$ cat config.mk
export PLATFORM = sky130hd
export DESIGN_NAME = wb_port_arbiter
export DESIGN_NICKNAME = d
export VERILOG_FILES = /design/src/rtl/riscv_pkg.sv /design/src/rtl/wb_hold_slot.sv /design/src/rtl/wb_port_arbiter.sv
export SDC_FILE = /design/constraint.sdc
export NUM_CORES = 1
export LEC_CHECK = 0
export CAP_MARGIN = 30
export CORE_MARGIN = 10
export CORE_UTILIZATION = 39
export CTS_CLUSTER_SIZE = 20
export DETAILED_ROUTE_END_ITERATION = 10
export PLACE_DENSITY_LB_ADDON = 0.08
export RECOVER_POWER = 100
export SETUP_SLACK_MARGIN = 0.5
export SLEW_MARGIN = 10
export SYNTH_ARGS = -nofsm -noshare
export SYNTH_HDL_FRONTEND = slang
export SYNTH_SLANG_ARGS = --single-unit
export TNS_END_PERCENT = 1
$ cat constraint.sdc
create_clock -name clk -period 2.82 [get_ports clk]
set_input_delay 0.564 -clock clk [delete_from_list [all_inputs] [get_ports clk]]
set_output_delay 0.564 -clock clk [all_outputs]
set_load 0.03 [all_outputs]
$ cat src/rtl/riscv_pkg.sv
// Shared definitions for the writeback port arbiter and its hold slot.
// Control-byte bit positions, FSM states and the x0 register index.
package riscv_pkg;

    localparam int WB_CTRL_REGWRITE = 0;
    localparam int WB_CTRL_MEMTOREG = 1;

    localparam logic [4:0] REG_ZERO = 5'd0;

    typedef enum logic [1:0] {
        IDLE,
        PEND,
        DRAIN
    } arb_state_t;

endpackage

$ cat src/rtl/wb_hold_slot.sv
// One-entry holding register for MDU results waiting on the RF write port.
// Owns the accept, drain and WAW-kill decisions for the entry.
module wb_hold_slot
    import riscv_pkg::*;
#(
    parameter int XLEN = 32
) (
    input  logic            clk,
    input  logic            rst_n,
    input  logic            mdu_valid,
    input  logic [4:0]      mdu_rd,
    input  logic [XLEN-1:0] mdu_data,
    input  logic            pipe_req,
    input  logic [4:0]      wb_reg_addr,
    output logic            hold_v,
    output logic [4:0]      hold_rd,
    output logic [XLEN-1:0] hold_data,
    output logic            drain,
    output logic            kill,
    output logic            capture,
    output logic            ready
);

    logic accept;

    assign drain   = hold_v & ~pipe_req;
    assign kill    = hold_v & pipe_req & (wb_reg_addr == hold_rd);
    assign ready   = rst_n & (~hold_v | drain);
    assign accept  = mdu_valid & ready;
    // Results for x0 are taken off the MDU but never occupy the slot.
    assign capture = accept & (mdu_rd != REG_ZERO);

    always_ff @(posedge clk or negedge rst_n) begin
        if (!rst_n) begin
            hold_v    <= 1'b0;
            hold_rd   <= REG_ZERO;
            hold_data <= '0;
        end else if (accept) begin
            hold_v    <= capture;
            hold_rd   <= mdu_rd;
            hold_data <= mdu_data;
        end else if (drain | kill) begin
            hold_v <= 1'b0;
        end
    end

endmodule

$ cat src/rtl/wb_port_arbiter.sv
// Shares the single RF write port between MEM/WB and the MDU hold slot.
// Pipeline always wins; a starved MDU entry raises a registered stall request.
module wb_port_arbiter
    import riscv_pkg::*;
#(
    parameter int XLEN       = 32,
    parameter int STARVE_MAX = 4,
    parameter int CNT_W      = 3
) (
    input  logic            clk,
    input  logic            rst_n,
    input  logic [4:0]      wb_reg_addr,
    input  logic [7:0]      wb_control,
    input  logic [XLEN-1:0] wb_memdata,
    input  logic [XLEN-1:0] wb_regdata,
    input  logic            mdu_valid,
    output logic            mdu_ready,
    input  logic [4:0]      mdu_rd,
    input  logic [XLEN-1:0] mdu_data,
    output logic            rf_we,
    output logic [4:0]      rf_waddr,
    output logic [XLEN-1:0] rf_wdata,
    output logic            wb_src,
    output logic            pipe_stall_req
);

    arb_state_t       state;
    logic [CNT_W-1:0] cnt;

    logic            pipe_req;
    logic            hold_v;
    logic [4:0]      hold_rd;
    logic [XLEN-1:0] hold_data;
    logic            drain;
    logic            kill;
    logic            capture;
    logic            unused_ctrl;

    assign unused_ctrl = &{1'b0, wb_control[7:2]};

    assign pipe_req = rst_n
                    & wb_control[WB_CTRL_REGWRITE]
                    & (wb_reg_addr != REG_ZERO);

    wb_hold_slot #(
        .XLEN (XLEN)
    ) u_slot (
        .clk         (clk),
        .rst_n       (rst_n),
        .mdu_valid   (mdu_valid),
        .mdu_rd      (mdu_rd),
        .mdu_data    (mdu_data),
        .pipe_req    (pipe_req),
        .wb_reg_addr (wb_reg_addr),
        .hold_v      (hold_v),
        .hold_rd     (hold_rd),
        .hold_data   (hold_data),
        .drain       (drain),
        .kill        (kill),
        .capture     (capture),
        .ready       (mdu_ready)
    );

    always_comb begin
        rf_we    = 1'b0;
        rf_waddr = REG_ZERO;
        rf_wdata = '0;
        wb_src   = 1'b0;
        if (pipe_req) begin
            rf_we    = 1'b1;
            rf_waddr = wb_reg_addr;
            rf_wdata = wb_control[WB_CTRL_MEMTOREG]
                     ? wb_memdata : wb_regdata;
        end else if (hold_v) begin
            rf_we    = 1'b1;
            rf_waddr = hold_rd;
            rf_wdata = hold_data;
            wb_src   = 1'b1;
        end
    end

    // cnt counts consecutive cycles the held entry lost to the pipeline.
    always_ff @(posedge clk or negedge rst_n) begin
        if (!rst_n) begin
            state          <= IDLE;
            cnt            <= '0;
            pipe_stall_req <= 1'b0;
        end else begin
            unique case (state)
                IDLE: begin
                    if (capture) begin
                        state <= PEND;
                        cnt   <= '0;
                    end
                end
                PEND: begin
                    if (drain | kill) begin
                        state <= capture ? PEND : IDLE;
                        cnt   <= '0;
                    end else if (pipe_req) begin
                        cnt <= cnt + 1'b1;
                        if (cnt == CNT_W'(STARVE_MAX - 2)) begin
                            state          <= DRAIN;
                            pipe_stall_req <= 1'b1;
                        end
                    end
                end
                DRAIN: begin
                    if (drain | kill) begin
                        state          <= capture ? PEND : IDLE;
                        cnt            <= '0;
                        pipe_stall_req <= 1'b0;
                    end
                end
                default: begin
                    state          <= IDLE;
                    cnt            <= '0;
                    pipe_stall_req <= 1'b0;
                end
            endcase
        end
    end

endmodule

Word-level counts from Yosys, hierarchy flattened
Cells that the tools add are included.
{ "word_totals": {"ff_bits": 44, "out_inout_bits": 41, "wordCells": 64, "inputBits": 117} }
{ "classes": {"bitwise_logic": 13, "reduce_logical": 7, "n_eq_ne": 11, "addsub": 1, "mux": 26} }
{ "ops": {"columns": ["operator", "n"], "rows": [
  ["$mux 32", 3],
  ["$mux 3", 4],
  ["$mux 2", 5],
  ["$mux 5", 2],
  ["$reduce_bool 5->1", 2],
  ["$mux 1", 9],
  ["$pmux 3 s3", 1],
  ["$and 1x1->1", 8],
  ["$ne 2x2->1 const B", 4],
  ["$pmux 2 s3", 1],
  ["$eq 5x5->1", 1],
  ["$reduce_and 5->1", 1],
  ["$reduce_and 4->1", 1],
  ["$add 3x1->3 const B", 1],
  ["$eq 3x2->1 const B", 1],
  ["$ne 3x2->1 const B", 1],
  ["$ne 3x3->1 const B", 1],
  ["$not 1->1", 3],
  ["$pmux 1 s3", 1],
  ["$reduce_and 3->1", 1],
  ["$eq 2x1->1 const B", 1],
  ["$eq 2x2->1 const B", 1],
  ["$logic_not 2->1", 1],
  ["$ne 2x1->1 const B", 1],
  ["other kinds (2)", 3]
]} }

Longest topological paths before layout
Gate-level depths: netlist of the first run.
{ "depth": {"depth_word": 11, "mapped_depth": 7, "mapped_depth_nobuf": 7} }

Hierarchy
Synthesis of the first run repeated with hierarchy kept, for this count alone.
{ "hier_totals": {"hier_cells": 256, "hier_area_um2": 2847.7} }
{ "modules_own_cells": {"columns": ["mod", "n_inst", "area_each_um2", "cells_per_inst"], "rows": [
  ["wb_hold_slot", 1, 1679.1, 95],
  ["wb_port_arbiter", 1, 1168.6, 161]
]} }

Worst setup path after synthesis of the first run
No wires, ideal clock.
{ "synth_path": {"path_kind": "input port to output port", "start": "in wb_reg_addr[3]", "end": "out rf_waddr[0]", "path_slack_ps": -4, "path_stages": 5, "n_path_buf": 1, "t_required_ps": 2256, "t_arrival_ps": 2260, "path_cell_list": "or4_4 o21ai_4 and2_1 clkbuf_1 a22o_1"} }
{ "synth_between": {"elab_chain_len": 3} }
{ "synth_lines": {"columns": ["element", "line", "rtl"], "rows": [
  ["from (decl)", "wb_port_arbiter.sv:12", "input logic [4:0] wb_reg_addr,"],
  ["$reduce_bool 5->1", "wb_port_arbiter.sv:43", "& (wb_reg_addr != REG_ZERO);"],
  ["$and 1x1->1", "wb_port_arbiter.sv:43", null],
  ["$mux 5", "wb_port_arbiter.sv:69", "if (pipe_req) begin"],
  ["to (decl)", "wb_port_arbiter.sv:21", "output logic [4:0] rf_waddr,"]
]} }
Every way passes these cells.

Worst setup path in the final report of the first run
{ "layout_path": {"start": "in wb_reg_addr[1]", "end": "out rf_wdata[25]"} }
{ "layout_between": {"elab_chain_len": 3} }
{ "layout_lines": {"columns": ["element", "line", "rtl"], "rows": [
  ["$reduce_bool 5->1", "wb_port_arbiter.sv:43", null],
  ["$and 1x1->1", "wb_port_arbiter.sv:43", null],
  ["$mux 32", "wb_port_arbiter.sv:69", null],
  ["to (decl)", "wb_port_arbiter.sv:22", "output logic [XLEN-1:0] rf_wdata,"]
]} }
Every way passes these cells.

==> results of run 1 <==
cell usage after synthesis, types with 2 or more instances:
| master | n | area (um^2) |
|---|---|---|
| ha_1 | 2 | 25.0 |
| buf_2 | 4 | 20.0 |
| xor2_1 | 5 | 43.8 |
| clkbuf_1 | 13 | 48.8 |
| and2_1 | 4 | 25.0 |
| dfrtp_1 | 44 | 1100 |
| nor3b_1 | 2 | 15.0 |
| nand2b_1 | 4 | 25.0 |
| nor3_1 | 5 | 25.0 |
| mux2i_1 | 32 | 320 |
| a21oi_1 | 3 | 15.0 |
| mux2_4 | 30 | 450 |
| nor2b_1 | 3 | 18.8 |
| inv_1 | 2 | 7.51 |
| nor2_1 | 2 | 7.51 |
| nand3_1 | 32 | 160 |
| a22o_1 | 5 | 43.8 |
| o21ai_0 | 35 | 175 |
| mux2_2 | 8 | 90.1 |
| buf_6 | 3 | 33.8 |
| o21a_1 | 2 | 15.0 |
per-stage QoR:
step / TNS (ns) / instance area, um^2
3_5_place_dp: -7.96 / 4780
5_1_grt: -0.0724 / 5500
6_report: 0 / 5500
3_3_place_gp: -7.91 / 4780
2_1_floorplan: 0 / 3090
4_1_cts: 0 / 5400
power breakdown:
part	internal [W]	switching, W
Combinational	0.000616	0.000453
Sequential	0.000747	0.000105
Clock	0.000200	0.000217
worst max-delay path by stage:
stage,startpoint,endpoint,cells past startpoint
2_1_floorplan,wb_reg_addr[3],rf_wdata[13],6
3_3_place_gp,wb_reg_addr[3],rf_wdata[5],7
3_5_place_dp,wb_reg_addr[3],rf_wdata[10],7
4_1_cts,wb_reg_addr[0],rf_wdata[25],10
5_1_grt,wb_reg_addr[1],rf_wdata[27],10
6_report,wb_reg_addr[1],rf_wdata[25],10
what timing repair did:
action | in CTS | in global routing
setup buffers | 12 | 1
cloned | 5 | 1
endpoints found under the setup margin | 82 | 41
resized for setup | 87 | 18
pin swaps | 2 | 3
hold buffers | 0 | 0
per-layer routing:
layer | wire (um) | track usage | share of wire | up-vias
met1 | 3870 | 0.189 | 0.38 | 1373
met5 | 0 | 0 | 0 | -
met2 | 5390 | 0.311 | 0.53 | 86
li1 | - | - | - | 1348
met3 | 782 | 0.0694 | 0.077 | 10
met4 | 101 | 0.0471 | 0.010 | 0
kinds of logic (layout without fill, tap and decap cells):
kind of cell / Yosys count / in the layout / synth area share
and+or+nand+nor: 59 / 59 / 0.119
AOI/OAI and AO/OA: 54 / 54 / 0.123
buffers and inverters: 22 / 214 / 0.0388
muxes: 70 / 70 / 0.303
DFF: 44 / 44 / 0.388
adders and majority gates: 3 / 3 / 0.0123
xor gates and xnor gates: 5 / 5 / 0.0154
state kept, by name, indices dropped and copies added, names as in the netlist:
name,flops
cnt,3
u_slot.hold_data,32
state,2
pipe_stall_req,1
u_slot.hold_rd,5
u_slot.hold_v,1
final cells by class:
| class | count | share of cell area |
|---|---|---|
| timing repair buffer | 204 | 0.405 |
| tap | 99 | 0.0225 |
| inverter | 2 | 0.00136 |
| sequential | 44 | 0.200 |
| clock buffer | 8 | 0.0164 |
| multi-input combinational | 191 | 0.354 |
worst max-delay path, delay by kind of cell:
family                 cells  cell delay [ns]
AO/OA/AOI/OAI              2             0.32
AND/OR/NAND/NOR            2             0.63
buffers and inverters      6             0.70
==> flow_summary.ini, run 1 <==
[logic_synthesis]
ys_ff_latch = 44
ys_types = 38
syn_avg_cell_area_um2 = 11.0
syn_inst = 257
netlist_area_mm2 = 0.00284
synthesis.nets = 376
synth-edff-count = 0
yosys_most_used_dff = dfrtp_1
async_flop_share = 1.00
yosysWarnings = 0
synth_seq_area_share = 0.388

[layout]
final_common_cell = clkdlybuf4s50_1
n_antenna_cell = 0
fin_util = 0.767
final-seq-area_mm2 = 0.00110
multiInputGateArea_mm2 = 0.00195
num-fill-cells = 495
layout_common_cells = 102 x clkdlybuf4s50_1, 48 x buf_6, 44 x dfrtp_1
instances_no_fill = 548
area_delta_synth_final_pct = 93.9
drive_gt1_frac = 0.468
nets = 567

[floorplanning]
core_area_mm2 = 0.00718
die_y_um = 105
ios = 158
rows = 31
floorplan.initialDensity = 0.395
die_area_mm2 = 0.0111
die_x_um = 105

[hold_path]
min_from = u_slot.hold_data[15]
hold-path-endpoint = u_slot.hold_data[15]
whs_path_depth = 1
hp-class = reg2reg

[placement]
place_ws_ns = -0.253
place_hpwl_um = 7270
gp_congestion = 0.834
dp_cells = 521
io_buffers = 151

[timing]
worst_slew_pin_slew_ns = 1.21
setup_viol = 0
timing.hold.ws_ns = 0.513
slew_viol_final = 0
grt_setup_unrepaired = true
max_freq_mhz = 359
period_share = 0.986
skew_ns = 0.00589
hold_viol = 0
slew_headroom = 0.192
post-route-min-period_ns = 2.78
worst_slack_ns = 0.0383

[clock_network]
insertion_delay_ns = 0.30
cts_sinks = 44
path_clk_slew_ns = 0.08
htreeDepth = 2
cts_tree = yes
cts_buffers = 5
clockBufferDepth = 2
root_buffer = clkbuf_8

[critical_path]
crit_top_cell = buf_6
crit_arrival_ns = 2.22
slowest_stage = or4_4
r2r_end = cnt[1]
worstSetupEndpointType = output port
crit_type = in2out
crit_fanout = 5
r2r_cells = 5
r2r_setup_slack_ns = 0.71
worstSetupStartpointType = input port
crit_chain = buf_6 -> or4_4 -> o21ai_4 -> buf_6 -> buf_6 -> buf_12 -> buf_12 -> nand3_2 -> o21ai_2 -> buf_6
slowest_delay_ns = 0.55
cp.required_ns = 2.26
reg2reg_from = u_slot.hold_v

[power]
power.density_mw_per_mm2 = 425
leakagePower_nw = 2.49
power_w = 0.00234
ir_worst_vdd_v = 0.000243

[global_routing]
antenna_found_initial = 0
overflow = 0
groute.usage.overall = 0.175
grt_first_pass_wirelength_um = 15900
grt_pass1_vias = 3118
grt_max_degree = 47

[run]
max_cap_violations = 0

[routing]
routed_via_density = 5.14
firstDrtPassIters = 4
ant_nets = 0
drc_errors = 0
wl_per_cell_um = 18.5
vias = 2817
drt-initial-drc-count = 103
drt_wl_total_um = 10100

[status]
outcome = finished, final reports clean
Note: power is estimated with default switching activity, not from simulation.
==> run 2, diff against run 1 <==
--- a/config.mk
+++ b/config.mk
@@ -8,6 +8,7 @@
 export CAP_MARGIN = 30
 export CORE_MARGIN = 10
 export CORE_UTILIZATION = 39
+export CTS_CLUSTER_DIAMETER = 80
 export CTS_CLUSTER_SIZE = 20
 export DETAILED_ROUTE_END_ITERATION = 10
 export PLACE_DENSITY_LB_ADDON = 0.08
==> results of run 2 <==
The final DEF is identical to that of run 1; final timing and power are the same.
==> run 3, diff against run 2 <==
--- a/config.mk
+++ b/config.mk
@@ -5,6 +5,7 @@
 export SDC_FILE = /design/constraint.sdc
 export NUM_CORES = 1
 export LEC_CHECK = 0
+export ABC_AREA = 0
 export CAP_MARGIN = 30
 export CORE_MARGIN = 10
 export CORE_UTILIZATION = 39
==> results of run 3 <==
The final DEF is identical to that of run 1; final timing and power are the same.
==> RTL edit: new RTL, settings of run 2 <==
`CNT_W`: 3 -> 6.
--- a/src/rtl/wb_port_arbiter.sv
+++ b/src/rtl/wb_port_arbiter.sv
@@ -5,7 +5,7 @@
 #(
     parameter int XLEN       = 32,
     parameter int STARVE_MAX = 4,
-    parameter int CNT_W      = 3
+    parameter int CNT_W      = 6
 ) (
     input  logic            clk,
     input  logic            rst_n,
Function: same outputs for any inputs over 10 cycles, from zero or initial values and one cycle with rst_n low; that may be too few to reach the edited logic, so the function may still have changed.
==> RTL edit against run 2 <==
Die area grew 1.9%; total power grew 1.0%; clock skew shrank 1.6 ps; area after synthesis grew 2.4%; sequential cell count grew 3; wire length grew 6.4%; count of clock-buffer cells in the layout is the same; utilization shrank 3.1 points; setup slack gained 8.3 ps; design area shrank 3.0%; fmax grew 0.30%; critical endpoint is now rf_waddr[2].
==> RTL edit: results (changes against run 2) <==
timing.clock.skew_ps: 4.24  # -1.65 ps
drt_pass1_iterations: 5  # +1
inv_count: 4  # +2
post_placement_cell_area_sq_um: 4730  # -1.1%
post-place-ws_ps: -323  # -69.6 ps
n_all_buffers: 197  # -3.4%
post_synth_main_area_contributors: "sky130_fd_sc_hd__dfrtp_1 (40%), sky130_fd_sc_hd__mux2_2 (14%), sky130_fd_sc_hd__mux2i_1 (11%)"
layout.cells.non_filler: 565  # +3.1%
dp.final_hpwl_mm: 7.86  # +8.1%
outcome: "complete, no violations"
synth_adder_area_share_pct: 1.21  # -0.029 points
met3_routed_length_microns: 959  # +23%
synthesis.nets: 402  # +6.9%
irDropWorstVdd_v: 0.000248  # +2.1%
gr-usage-met3_pct: 6.64  # -0.30 points
place_congestion: 0.850  # +1.9%
post_synth_xor_area_fraction_pct: 1.51  # -0.036 points
area_fraction_in_compound_gates_after_synthesis_pct: 13.8  # +1.4 points
register_bit_count_reported_by_yosys: 47  # +6.8%
fraction_of_the_yosys_area_taken_by_sequential_cells_pct: 40.5  # +1.7 points
final.fill_count: 561  # +13%
clock_network_area_share_pct: 1.87  # +0.24 points
seq_area_share_pct: 22.0  # +2.0 points
area_growth_syn_to_layout_pct: 83.8
use_met2_pct: 30.8  # -0.32 points
drt-met1-wl_mm: 4.16  # +7.7%
seq_power_share_pct: 38.4  # +2.0 points
gr-usage-met1_pct: 20.7  # +1.8 points
drt_iter0_markers: 93  # -9.7%
route.met2.wl_mm: 5.54  # +2.8%
synthesis.area_per_instance_sq_um: 10.3  # -7.0%
wl_mm: 10.8  # +6.4%
multi_input_cells: 210  # +9.9%
synth.area.mux_share_pct: 25.8  # -4.6 points
critPathTopFamily: "simple AND/OR/NAND/NOR gates"
post_cts_resize_count: 73  # -16%
fraction_of_cell_area_in_non_clock_buffers_pct: 36.0  # -4.6 points
[RTL edit: changes by cell type after synthesis, moves of 4 or more]
cell	change
sky130_fd_sc_hd__mux2_4	-30
sky130_fd_sc_hd__mux2_2	+27
sky130_fd_sc_hd__nand2_1	+10
sky130_fd_sc_hd__a22o_1	-5
sky130_fd_sc_hd__nand3_1	+4
sky130_fd_sc_hd__nor3_1	-4
[RTL edit: worst paths after layout]
| kind | startpoint | to | cells after the start |
|---|---|---|---|
| max | wb_reg_addr[1] | rf_waddr[2] | 9 |
| min | u_slot.hold_data[6] | u_slot.hold_data[6] | 1 |
| max reg2reg | u_slot.hold_v | u_slot.hold_data[18] | 7 |
| min reg2reg | u_slot.hold_data[6] | u_slot.hold_data[6] | 1 |
| max in group asynchronous | rst_n | u_slot.hold_data[25] | 2 |
| min in group asynchronous | rst_n | u_slot.hold_rd[0] | 2 |
